--- src/rtl/counter_arbiter_pkg.sv ---
// Shared encodings for the two-requester saturating counter arbiter.
// The opcode and FSM state values live here so that both the top and the core use the same ones.
package counter_arbiter_pkg;

   typedef enum logic [1:0] {
      OP_READ = 2'b00,
      OP_UP   = 2'b01,
      OP_DOWN = 2'b10,
      OP_LOAD = 2'b11
   } op_t;

   typedef enum logic [1:0] {
      ST_IDLE = 2'b00,
      ST_EXEC = 2'b01,
      ST_RESP = 2'b10
   } state_t;

endpackage

--- src/rtl/counter_core.sv ---
// Saturating WIDTH-bit up/down/load register with HIGH/LOW flags.
// `sat` flags, for the op being presented, an UP at max or a DOWN at zero.
module counter_core
   import counter_arbiter_pkg::*;
#(
   parameter int WIDTH = 5
) (
   input  logic             CLK,
   input  logic             RST,
   input  logic             en,
   input  op_t              op,
   input  logic [WIDTH-1:0] data,
   output logic [WIDTH-1:0] count,
   output logic             high,
   output logic             low,
   output logic             sat
);

   logic [WIDTH-1:0] count_q;

   assign count = count_q;
   assign high  = &count_q;
   assign low   = ~|count_q;
   assign sat   = ((op == OP_UP) && high) || ((op == OP_DOWN) && low);

   // UP and DOWN hold at the limits instead of wrapping around.
   always_ff @(posedge CLK or negedge RST) begin
      if (!RST) begin
         count_q <= '0;
      end else if (en) begin
         case (op)
            OP_LOAD: count_q <= data;
            OP_UP:   if (!high) count_q <= count_q + WIDTH'(1);
            OP_DOWN: if (!low)  count_q <= count_q - WIDTH'(1);
            default: count_q <= count_q;
         endcase
      end
   end

endmodule

--- src/rtl/counter_arbiter.sv ---
// Round-robin arbiter for two requesters sharing one saturating counter.
// Each accepted command runs IDLE -> EXEC -> RESP and returns exactly one response.
module counter_arbiter
   import counter_arbiter_pkg::*;
#(
   parameter int WIDTH = 5
) (
   input  logic             CLK,
   input  logic             RST,
   input  logic             REQ0_VALID,
   input  logic [1:0]       REQ0_OP,
   input  logic [WIDTH-1:0] REQ0_DATA,
   output logic             REQ0_READY,
   input  logic             REQ1_VALID,
   input  logic [1:0]       REQ1_OP,
   input  logic [WIDTH-1:0] REQ1_DATA,
   output logic             REQ1_READY,
   output logic             RSP_VALID,
   output logic             RSP_ID,
   output logic [WIDTH-1:0] RSP_VALUE,
   output logic             RSP_SAT,
   output logic [WIDTH-1:0] COUNT,
   output logic             HIGH,
   output logic             LOW,
   output logic [1:0]       DBG_STATE
);

   state_t           state, state_nxt;
   logic             last_q;
   logic             grant_id;
   logic             accept;
   logic             core_en;
   logic             core_sat;
   op_t              cmd_op_q;
   logic [WIDTH-1:0] cmd_data_q;
   logic             cmd_id_q;
   logic             rsp_id_q;
   logic             rsp_sat_q;

   // Handshake: a command transfers on a rising edge where VALID and READY are both high.
   // The requester holds VALID and payload stable until then; READY never waits on anything
   // but state, VALID and the last-grant pointer. Responses cannot be stalled.
   assign grant_id = REQ1_VALID && (!REQ0_VALID || !last_q);

   always_ff @(posedge CLK or negedge RST) begin
      if (!RST) state <= ST_IDLE;
      else      state <= state_nxt;
   end

   always_comb begin
      state_nxt  = state;
      accept     = 1'b0;
      core_en    = 1'b0;
      REQ0_READY = 1'b0;
      REQ1_READY = 1'b0;
      case (state)
         ST_IDLE: begin
            if (REQ0_VALID || REQ1_VALID) begin
               accept     = 1'b1;
               REQ0_READY = !grant_id;
               REQ1_READY = grant_id;
               state_nxt  = ST_EXEC;
            end
         end
         ST_EXEC: begin
            core_en   = 1'b1;
            state_nxt = ST_RESP;
         end
         ST_RESP:  state_nxt = ST_IDLE;
         default:  state_nxt = ST_IDLE;
      endcase
   end

   always_ff @(posedge CLK or negedge RST) begin
      if (!RST) begin
         last_q     <= 1'b1;
         cmd_op_q   <= OP_READ;
         cmd_data_q <= '0;
         cmd_id_q   <= 1'b0;
         rsp_id_q   <= 1'b0;
         rsp_sat_q  <= 1'b0;
      end else begin
         if (accept) begin
            last_q     <= grant_id;
            cmd_op_q   <= op_t'(grant_id ? REQ1_OP : REQ0_OP);
            cmd_data_q <= grant_id ? REQ1_DATA : REQ0_DATA;
            cmd_id_q   <= grant_id;
         end
         // Response fields are only non-zero during the RESP cycle that follows EXEC.
         rsp_id_q  <= core_en ? cmd_id_q : 1'b0;
         rsp_sat_q <= core_en ? core_sat : 1'b0;
      end
   end

   counter_core #(.WIDTH(WIDTH)) u_core (
      .CLK   (CLK),
      .RST   (RST),
      .en    (core_en),
      .op    (cmd_op_q),
      .data  (cmd_data_q),
      .count (COUNT),
      .high  (HIGH),
      .low   (LOW),
      .sat   (core_sat)
   );

   assign RSP_VALID = (state == ST_RESP);
   assign RSP_ID    = rsp_id_q;
   assign RSP_SAT   = rsp_sat_q;
   assign RSP_VALUE = RSP_VALID ? COUNT : '0;
   assign DBG_STATE = state;

endmodule

--- config.mk ---
export PLATFORM = sky130hd
export DESIGN_NAME = counter_arbiter
export DESIGN_NICKNAME = d
export VERILOG_FILES = /design/src/rtl/counter_arbiter_pkg.sv /design/src/rtl/counter_core.sv /design/src/rtl/counter_arbiter.sv
export SDC_FILE = /design/constraint.sdc
export NUM_CORES = 1
export LEC_CHECK = 0
export CELL_PAD_IN_SITES_DETAIL_PLACEMENT = 0
export CELL_PAD_IN_SITES_GLOBAL_PLACEMENT = 2
export CORE_MARGIN = 8
export CORE_UTILIZATION = 26
export CTS_CLUSTER_DIAMETER = 80
export DETAILED_ROUTE_END_ITERATION = 10
export MAX_ROUTING_LAYER = met4
export PLACE_DENSITY = 0.8
export REMOVE_ABC_BUFFERS = 1
export SYNTH_ARGS = -nofsm -noshare
export SYNTH_HDL_FRONTEND = slang
export SYNTH_SLANG_ARGS = --single-unit
export TNS_END_PERCENT = 10
--- constraint.sdc ---
create_clock -name CLK -period 2.5 [get_ports CLK]
set_input_delay 0.375 -clock CLK [delete_from_list [all_inputs] [get_ports CLK]]
set_output_delay 0.375 -clock CLK [all_outputs]
set_load 0.05 [all_outputs]
# == After elaboration in Yosys (flattened, before gate mapping) ==
# Index checks and enable logic that the tools add are counted.
# totals
mem_bits_rw,0
latchBits,0
rom_bits,0
mem_count,0
regBits,18
# op_classes
n_mux,17
div_mod_pow,0
magnitude_cmp,0
bitwise_logic,0
n_eq_ne,8
n_reduce_logical,15
n_addsub,2
mul,0
n_shift,0
# op_table
operator,count
5-bit 2-to-1 mux,4
5-bit one-hot mux with 3 select lines,1
1-bit 2-to-1 mux,9
"2-bit equality test, second input constant",3
"2-bit inequality test, second input constant",3
"5-bit by 1-bit adder with 5-bit output, second input constant",1
5-bit AND reduction,1
5-bit OR reduction,1
"5-bit by 1-bit subtractor with 5-bit output, second input constant",1
"2-bit by 1-bit equality test with 1-bit output, second input constant",2
1-bit zero test,4
2-bit 2-to-1 mux,2
2-bit one-hot mux with 2 select lines,1
4-bit AND reduction,1
1-bit logical AND,3
1-bit logical OR,3
3-bit nonzero test,1
2-bit zero test,1

# == Depth between registers and ports, before layout ==
# logic_depth
depth_word,6
ltp_mapped,10

# == Modules after synthesis ==
# Synthesis repeated with hierarchy kept, for this count alone.
# hier_totals
cells_unflattened,109
area_unflattened_um2,1161.1
# modules_own_cells
mod,instances,area_per_inst_um2,cells_per_inst
counter_arbiter,1,616.8,46
counter_core,1,544.3,63

# == Worst setup path before layout ==
# Ideal clock, no wire load.
# synth_timing
path_type,register to output
start,"register state[1], in the netlist DBG_STATE[1]"
end,output RSP_VALUE[0]
path_slack_ns,0.054
stages_incl_launch_ff,3
arrival_time_ns,2.071
n_path_buf,0
required_ns,2.125
path_cell_list,dfrtp_1 -> nor2b_1 -> and2_1
# synth_via
elab_chain_len,2
# synth_lines
item,line_no,rtl
start: declaration,counter_arbiter.sv:28,"state_t state, state_nxt;"
start signal: assignment,counter_arbiter.sv:47,else state <= state_nxt;
2-bit equality test,counter_arbiter.sv:107,assign RSP_VALID = (state == ST_RESP);
net RSP_VALID,counter_arbiter.sv:18,"output logic RSP_VALID,"
5-bit 2-to-1 mux,counter_arbiter.sv:110,assign RSP_VALUE = RSP_VALID ? COUNT : '0;
end: declaration,counter_arbiter.sv:20,"output logic [WIDTH-1:0] RSP_VALUE,"
# The timed path passes the listed nets, and every way through them passes these cells.

# == Worst setup path in the final report ==
# layout_timing
start,"register u_core.count_q[0], in the netlist u_core.count[0]"
end,output HIGH
# layout_via
elab_chain_len,1
# layout_lines
item,line_no,rtl
start: declaration,counter_core.sv:19,logic [WIDTH-1:0] count_q;
start signal: assignment,counter_core.sv:32,OP_LOAD: count_q <= data;
start signal: assignment,counter_core.sv:33,OP_UP: if (!high) count_q <= count_q + WIDTH'(1);
start signal: assignment,counter_core.sv:34,OP_DOWN: if (!low) count_q <= count_q - WIDTH'(1);
5-bit AND reduction,counter_core.sv:22,assign high = &count_q;
end: declaration,counter_arbiter.sv:23,"output logic HIGH,"
# Every way passes these cells.

==> impl.org <==
** Worst setup path
- The worst register-to-register path has a setup slack of approximately 0.46 ns.
- Along the worst path, the maximum fanout reaches 8.
- Largest incremental delay on the critical path :: ~0.84 ns
- At the worst endpoint, the required time is approximately 2.1 ns.
- Register-to-Register Path Depth :: 9
- Endpoint of the worst-slack reg-to-reg timing path :: u_core.count[4]
- Kind of cell adding the most delay to the critical path :: buffers and inverters
- Reg2reg start :: cmd_op_q[0]
- Cell Chain, Critical Path :: nand2_1, nor2_1, clkdlybuf4s50_1
- STA classifies the critical path endpoint as a primary output.
- The worst setup path is of the flop to primary output kind.
- Data arrives at the worst endpoint at about 1.9 ns.
- STA classifies the critical path startpoint as a flop.
- Cell with the largest stage delay on the worst path :: sky130_fd_sc_hd__clkdlybuf4s50_1
- Together, buffers and inverters on the worst path number 1.

** CTS
- Worst skew pair latency :: 0.25 ns
- The tree is rooted in a sky130_fd_sc_hd__clkbuf_8.
- Post-CTS clock slew at the launch and capture registers of the worst setup and hold paths :: around 0.07 ns
- Setup repair bufs after CTS :: 0
- The longest clock path from root to sink contains 2 buffers.
- In this run the number of H-tree levels came out at 1.
- TritonCTS built the clock tree.
- Post-cts repair resize count :: 0
- Sink count of the clock tree :: 18
- Total clock buffers created by CTS :: 3
- Post-cts hold buffer count :: 0

** Worst hold path
- End point of the most critical hold path :: cmd_id_q
- Hold Path Origin :: cmd_id_q
- Counting instances, the worst hold path has a depth of 1.
- Min-Delay Path Class :: flop to flop

** Layout
- The finished cells cover 1540 sq um.
- 0 antenna diodes ended up in the layout.
- Leading cell type in the layout, fill and taps excluded :: sky130_fd_sc_hd__clkdlybuf4s50_1
- Most frequent cells in the layout :: sky130_fd_sc_hd__clkdlybuf4s50_1 (33), sky130_fd_sc_hd__dfrtp_1 (17), sky130_fd_sc_hd__nand2_1 (15)
- Share of final-layout standard cells stronger than drive strength 1 :: a little over a tenth
- Number of nets in the layout :: around 170
- Filler cells :: 420
- Relative to the synthesized area, the layout overhead comes to 40.2%.

** Floorplan
- IO Pins :: 37
- Die footprint :: ~6600 sq um
- Horizontal die dimension :: a little over 80 um
- Measured along the y axis, the die boundary spans approximately 80 um.
- The core region is ~4000 sq um.
- The initialized floorplan defines 23 standard-cell rows.
- The initial utilization of the core area, before any placement, comes to a little over a quarter.

** Timing
- Unrepaired setup endpoints after global routing :: false
- Sum Neg Setup Slack :: 0 ns
- The count of final max-slew check failures is 0.
- Fin Clk Skew :: approximately 0.00097 ns
- Normalized max-slew margin :: 44.4%
- Setup violations remaining at the end of the flow were counted as 0.
- On the final layout, the worst hold slack is between 0.4 and 0.5 ns.
- Maximum achievable frequency :: 434 MHz
- Of the available clock period, the critical path in the final layout requires around 90%.
- Setup ws final :: approximately 0.20 ns
- For the pin with the worst max-slew slack, the measured transition is a little over 0.8 ns.
- The final hold violation count was 0.
- Time the worst path needs with I/O delays and setup :: between 2 and 2.5 ns

** Global routing
- The via count of the first global-routing pass was ~1,000.
- The first global-routing pass estimated 4.53 mm of wire.
- Global routing used 8.92% of the available tracks across all layers.
- The initial antenna violation count came to 0.
- Entering global routing, the biggest net connects 19 pins.
- After global routing the overflow that remains totals 0.

** Route
- Total wirelength of the detailed-routed design :: ~2.7 mm
- Using the TritonRoute via totals, the vias-per-cell ratio works out to between 4 and 5.
- Routed len/inst :: about 13 um
- The detailed router finished its first iteration with 90 violations.
- Number of optimization iterations in the first detailed-route pass :: 4
- The detail route stage leaves a number of antenna-violating nets equal to 0.
- Total DRC errors in the routed layout :: 0
- Routed vias :: roughly 930

** Power and ir drop
- Leakage power summed over all cells :: between 0.6 and 0.7 nW
- Peak ir drop on the vdd network :: between 0.0003 and 0.0004 V
- Dividing total power by cell area gives a power density of between 1000 and 1500 nW/um^2.

** Run
- Max-cap violations in this run came to 0.

** Yosys
- Synthesis produced a netlist whose cell count is ~110.
- Number of synthesized register bits :: 18
- Number of synthesized flops with an enable pin :: 0
- Sequential elements use just over 40% of the synthesized area.
- After synthesis, the share of flip-flops with an asynchronous set or reset is 100%.
- Counting distinct cell types in the post-synthesis netlist gives 39.
- Ys flop type :: sky130_fd_sc_hd__dfrtp_1
- Summed instance area of the synthesized netlist :: 1100 sq um
- Each instance of the synthesized netlist takes up on average slightly below 10 sq um.
- During synthesis, Yosys emitted a total of 0 warnings.

** Place
- Timing analysis after detailed placement gives a worst setup slack of approximately 0.44 ns.
- DP Wirelength :: ~2.1 mm
- After detailed placement, the total cell area comes to 1500 sq um.
- Gpl congestion :: ~0.83
- Number of port buffers :: 36

** Status
- Status :: finished clean
synth_stat cells (2+ instances only):
| cell | count | share of area (%) |
|---|---|---|
| sky130_fd_sc_hd__a21o_1 | 2 | 1.4 |
| sky130_fd_sc_hd__and2_1 | 6 | 3.4 |
| sky130_fd_sc_hd__buf_6 | 3 | 3.1 |
| sky130_fd_sc_hd__dfrtp_1 | 17 | 39 |
| sky130_fd_sc_hd__ha_1 | 5 | 5.7 |
| sky130_fd_sc_hd__inv_1 | 4 | 1.4 |
| sky130_fd_sc_hd__mux2i_1 | 8 | 7.3 |
| sky130_fd_sc_hd__nand2_1 | 15 | 5.1 |
| sky130_fd_sc_hd__nand2b_1 | 2 | 1.1 |
| sky130_fd_sc_hd__nor2_1 | 7 | 2.4 |
| sky130_fd_sc_hd__nor2b_1 | 5 | 2.8 |
| sky130_fd_sc_hd__o21ai_0 | 9 | 4.1 |
| sky130_fd_sc_hd__o22a_1 | 3 | 2.4 |
| sky130_fd_sc_hd__o31ai_1 | 2 | 1.4 |
through the flow:
stage / utilization, % / power (mW) / cells
after floorplan: - / 1.58 / 106
after global placement: 37.1 / 2.01 / 195
after detailed placement: 37.1 / 2.04 / 195
after CTS: 38.3 / 2.25 / 199
after global routing: 38.3 / 2.42 / 199
final: 38.3 / 2.23 / 199
sequential cells by signal, indices dropped and copies added, names as in the netlist:
signal and cells:
DBG_STATE 2, RSP_ID 1, RSP_SAT 1, cmd_data_q 5
cmd_id_q 1, cmd_op_q 2, last_q 1, u_core.count 5
metal layers:
| metal | track usage, % | vias up | part of all wire [%] |
|---|---|---|---|
| met5 | - | - | 0 |
| met4 | 4.64 | 0 | 1.8 |
| met3 | 1.55 | 5 | 7.2 |
| met2 | 14.6 | 36 | 46 |
| met1 | 10.2 | 423 | 44 |
| li1 | - | 469 | - |
how the worst max path moves through the flow:
stage | start | cells after the start | endpoint | slack, ns
global placement | u_core.count[0] | 3 | HIGH | 0.46
finish | u_core.count[0] | 3 | HIGH | 0.20
CTS | u_core.count[0] | 3 | HIGH | 0.16
global route | u_core.count[2] | 3 | HIGH | 0.07
detailed placement | u_core.count[0] | 3 | HIGH | 0.44
floorplan | DBG_STATE[1] | 2 | RSP_VALUE[0] | 0.05
kinds of logic after synthesis:
family | count (synthesis) | share of synthesized area, %
multiplexers | 8 | 7.28
flip-flops | 18 | 41.1
AND/OR/NAND/NOR | 41 | 20.4
AO/OA/AOI/OAI | 28 | 17.7
adder cells (fa/ha/maj) | 5 | 5.69
buffers and inverters | 11 | 6.26
XOR/XNOR | 2 | 1.59
final cells by class:
cell class	instances	area, sq um	area share (%)
Multi-Input combinational cell	84	579	37.6
Timing Repair Buffer	39	388	25.2
Clock buffer	4	45.0	2.92
Sequential cell	18	452	29.3
Inverter	4	15.0	0.974
Tap cell	50	62.6	4.06
where the power goes:
part	switching (mW)	total (mW)	internal, mW
registers	0.157	0.591	0.433
logic	0.858	1.43	0.574
clock network	0.0936	0.207	0.113
total	1.11	2.23	1.12
No activity file was read; power rests on OpenSTA's default activity.
==> RTL change 1 (config.mk and constraints unchanged) <==
`WIDTH` is set to 5 in 2 places; all go to 10.
--- a/src/rtl/counter_core.sv
+++ b/src/rtl/counter_core.sv
@@ -3,7 +3,7 @@
 module counter_core
    import counter_arbiter_pkg::*;
 #(
-   parameter int WIDTH = 5
+   parameter int WIDTH = 10
 ) (
    input  logic             CLK,
    input  logic             RST,
--- a/src/rtl/counter_arbiter.sv
+++ b/src/rtl/counter_arbiter.sv
@@ -3,7 +3,7 @@
 module counter_arbiter
    import counter_arbiter_pkg::*;
 #(
-   parameter int WIDTH = 5
+   parameter int WIDTH = 10
 ) (
    input  logic             CLK,
    input  logic             RST,
Ports: changed (resized COUNT, REQ0_DATA, REQ1_DATA and RSP_VALUE); port bits go from 37 to 57. No check against the original RTL was run, so the function may have changed too.
==> RTL change 1 against the original RTL <==
Clock skew increased by 0.011 ns. Synthesized area increased by 82%. Sequential share of layout area decreased by 4.4 points. Fmax decreased by 2.1%. Utilization decreased by 1.3 points. Routed wire length increased by 120%. Power increased by 93%. Sequential cell count increased by 10. Critical endpoint is now u_core.count[5]. Die area increased by 64%. Combinational power increased by 110%. Setup slack got worse by 0.048 ns. Highest routed layer unchanged. Count of clock-buffer cells in the layout decreased by 1. Cell area increased by 83%. Critical path type is now reg2reg.
==> RTL change 1: results <==
[synthesis]
synthDistinctLibCells = 57
yosysSeqAreaShare_pct = 35.0
synth_area_leaders = dfrtp_1, mux2i_1, nand2_1
ys_top_cells_by_count = dfrtp_1, nand2_1, and2_1, clkbuf_1, o21ai_0

[setup_path]
cpPeakStageDelay_ns = 0.38
cp_max_fo = 25
crit_family = simple AND/OR/NAND/NOR gates
r2r_slack_ns = 0.15
cp_slowest_cell = mux2_2
reg2regPathDepth = 8

[power]
peakVddDrop_mv = 0.475
p_sw_share_pct = 50.9
p_leak_uw = 0.00122

[layout]
drive_above_1_share_pct = 16.6
fill_cells = 795
nets = 324

[global_routing]
antenna_found_initial = 0
grt_pass1_vias = 2058
grt_max_degree = 29
grt_pass1_wl_um = 9970
grt_usage_pct = 11.1

[routing]
routed-via-count = 1929

[timing]
worst_pin_slew_ns = 0.626

[clocking]
clkTransAtPathRegs_ns = 0.11

[hold_path]
min_path_type = in2async

[outcome]
status = completed

[placement]
gp_routability_congestion = 0.819
port_buffers = 56
==> RTL change 1: worst max path at each step <==
stage                     depth (start not counted)              end  slack [ns]         from
final                                             8  u_core.count[5]        0.15  cmd_op_q[0]
after global routing                              8  u_core.count[8]       0.004  cmd_op_q[0]
after CTS                                         8  u_core.count[8]        0.12  cmd_op_q[0]
after detailed placement                          8  u_core.count[8]        0.15  cmd_op_q[0]
after global placement                            8  u_core.count[8]        0.19  cmd_op_q[0]
after floorplan                                   7  u_core.count[5]       -0.25  cmd_op_q[0]
==> RTL change 1: logic make-up (layout without fill, tap and decap cells) <==
kind of cell             count (synthesis)  after routing  synth area share, %
AND/OR/NAND/NOR                         94             94                 27.1
AO/OA/AOI/OAI                           63             63                 21.1
flip-flops                              28             28                 35.0
buffers and inverters                   27             85                 6.24
multiplexers                            13             13                 6.55
adder cells (fa/ha/maj)                  5              5                 3.12
XOR/XNOR                                 2              2                0.874
==> RTL change 1: layout make-up <==
class | instances | area, um^2 | share of cell area (%)
repair buffers | 75 | 707 | 25.1
multi-input cells | 177 | 1180 | 42.1
well taps | 102 | 128 | 4.53
clock buffers | 3 | 41.3 | 1.47
flip-flops and latches | 28 | 702 | 24.9
clock inverters | 1 | 30.0 | 1.07
inverters | 6 | 22.5 | 0.800
==> RTL change 1: timing repair <==
item                                   CTS  global route
setup buffers                            0             4
resized for setup                        0             4
setup endpoints to repair                0             1
endpoints found under the hold margin    0             0
==> RTL change 1: worst register-to-register path: stages, from the launching register on <==
cell and delay, ns:
dfrtp_1 0.37, inv_1 0.09, ha_2 0.22, buf_12 0.16, nor4b_1 0.14, and4_2 0.28
nor4b_4 0.32, mux2_2 0.39, a311o_1 0.27
==> RTL change 1: metal layers <==
layer / share of wire [%] / vias up / track usage, %
li1: - / 952 / -
met2: 47 / 67 / 17.7
met4: 0.64 / 0 / 2.59
met1: 47 / 904 / 14.0
met5: 0 / - / -
met3: 5.1 / 6 / 2.42
==> RTL change 1: power by group through the flow <==
stage | Combinational, uW | Sequential, uW | Clock, uW
floorplan | 1620 | 1260 | 0
global placement | 2940 | 954 | 0
detailed placement | 2940 | 959 | 0
CTS | 2960 | 950 | 380
global route | 3280 | 994 | 394
finish | 3000 | 950 | 361
==> RTL change 1: stage by stage <==
| step | hold slack [ns] | setup WS [ns] | utilization, % | total power, uW | instance area [um^2] |
|---|---|---|---|---|---|
| 6_report | 0.467 | 0.147 | 37.0 | 4310 | 2820 |
| 5_1_grt | 0.499 | 0.00351 | 37.0 | 4670 | 2820 |
| 4_1_cts | 0.473 | 0.122 | 36.5 | 4290 | 2780 |
| 3_5_place_dp | 0.455 | 0.149 | 35.5 | 3900 | 2700 |
| 3_3_place_gp | 0.446 | 0.192 | 35.5 | 3890 | 2700 |
| 2_1_floorplan | 0.0794 | -0.248 | - | 2880 | 1900 |
==> RTL change 2 (same settings) <==
Made on the original files. Register the output `COUNT`, with the module's reset; this adds one clock of latency there. The other outputs are not delayed to match.
--- a/src/rtl/counter_arbiter.sv
+++ b/src/rtl/counter_arbiter.sv
@@ -24,6 +24,8 @@
    output logic             LOW,
    output logic [1:0]       DBG_STATE
 );
+
+   logic [WIDTH-1:0] COUNT_d;
 
    state_t           state, state_nxt;
    logic             last_q;
@@ -98,7 +100,7 @@
       .en    (core_en),
       .op    (cmd_op_q),
       .data  (cmd_data_q),
-      .count (COUNT),
+      .count (COUNT_d),
       .high  (HIGH),
       .low   (LOW),
       .sat   (core_sat)
@@ -107,8 +109,16 @@
    assign RSP_VALID = (state == ST_RESP);
    assign RSP_ID    = rsp_id_q;
    assign RSP_SAT   = rsp_sat_q;
-   assign RSP_VALUE = RSP_VALID ? COUNT : '0;
+   assign RSP_VALUE = RSP_VALID ? COUNT_d : '0;
    assign DBG_STATE = state;
+
+   always_ff @(posedge CLK or negedge RST) begin
+      if (!RST) begin
+         COUNT <= '0;
+      end else begin
+         COUNT <= COUNT_d;
+      end
+   end
 
 endmodule
 
Check against the original RTL: not equivalent (Yosys sat finds a counterexample within 4 cycles, from zero or initial values and one cycle with RST low).
==> RTL change 2 against the original RTL <==
Synthesized area increased by 9.6%. Combinational power increased by 3%. Cell count increased by 4.5%. Clock skew increased by 0.0036 ns. Non-clock buffer count increased by 2. Power increased by 8.1%. Sequential cell count increased by 5. Cell area increased by 8.2%. Routed wire length increased by 5.6%. Setup slack got worse by 0.030 ns.
==> RTL change 2: results <==
[outcome]
status = completed

[synthesis]
synth_area_leaders = dfrtp_1, nand2_1, ha_1
yosysSeqAreaShare_pct = 47.9
synthCells = 117
synthDistinctLibCells = 38
ys_top_cells_by_count = dfrtp_1, nand2_1, o21ai_0

[placement]
dpl.cell_count = 204
hpwl_um = 2280
gp_routability_congestion = 0.818
place_area_mm2 = 0.00162

[global_routing]
grt_pass1_wl_um = 4830
grt_usage_pct = 8.22
grt_max_degree = 24

[layout]
final_cells = 208
drive_above_1_share_pct = 11.5
fill_cells = 447
nets = 180

[setup_path]
cp_max_fo = 6
cp.arrival_ns = 1.96
critPathLaunch = DBG_STATE[1]
r2r_slack_ns = 0.40

[clocking]
numCtsBuffers = 3

[routing]
routed_via_density = 4.54
drt_iter0_drc = 36

[timing]
skew_ns = 0.00461
worst_pin_slew_ns = 0.508

[power]
p_leak_uw = 0.000736
peakVddDrop_mv = 0.418

[hold_path]
min_path_type = in2async
## RTL change 2: cell types whose count changed in the layout (fill, tap and decap cells not counted), moves of 2 or more
cell | unedited run | this run
o21ai_0 | 9 | 7
dfrtp_1 | 17 | 22
a22oi_1 | 1 | 5
buf_4 | 5 | 7
mux2i_1 | 8 | 4
nand2_1 | 15 | 19
## RTL change 2: how the worst min path moves through the flow
stage                       start            end  cells past startpoint
global route             cmd_id_q       cmd_id_q                      1
finish                        RST         RSP_ID                      2
detailed placement  cmd_data_q[3]  cmd_data_q[3]                      2
global placement         cmd_id_q       cmd_id_q                      1
CTS                 cmd_data_q[3]  cmd_data_q[3]                      2
floorplan                     RST       COUNT[0]                      0
## RTL change 2: metal layers
metal | vias up | routed length (um) | track usage, %
met4 | 0 | 0 | 2.35
met1 | 429 | 1310 | 9.79
li1 | 486 | - | -
met5 | - | 0 | -
met3 | 0 | 197 | 3.13
met2 | 30 | 1300 | 12.5
## RTL change 2: area by class of cell
class                      instances  area (um^2)  area share [%]
clock buffer                       4         45.0            2.70
inverter                           4         15.0           0.900
multi-input combinational         84          563            33.8
sequential                        23          577            34.6
tap                               52         65.1            3.90
timing repair buffer              41          403            24.2
## RTL change 2: stage by stage
step / power (uW) / setup WS, ns / hold slack [ns]
global placement: 2180 / 0.424 / 0.458
finish: 2410 / 0.165 / 0.472
detailed placement: 2210 / 0.380 / 0.463
floorplan: 1720 / 0.0277 / 0.0794
CTS: 2450 / 0.113 / 0.481
global route: 2590 / 0.0225 / 0.502
## RTL change 2: power breakdown
part | switching [uW] | internal (uW) | total [uW]
combinational | 887 | 596 | 1480
clock | 112 | 114 | 226
sequential | 149 | 552 | 702
## RTL change 2: kinds of logic (layout without fill, tap and decap cells)
kind of cell / after synthesis / after routing / share of synthesized area, %
buf+inv: 10 / 49 / 5.40
compound gates: 29 / 29 / 17.2
xor+xnor: 2 / 2 / 1.45
simple gates: 44 / 44 / 19.5
mux: 4 / 4 / 3.32
flops: 23 / 23 / 47.9
fa+ha+maj: 5 / 5 / 5.19
## RTL change 2: worst max-delay path, stage by stage (launching register included)
cell	delay (ns)
dfrtp_1	0.41
nor2b_1	0.31
and2_2	0.19
clkdlybuf4s50_1	0.79
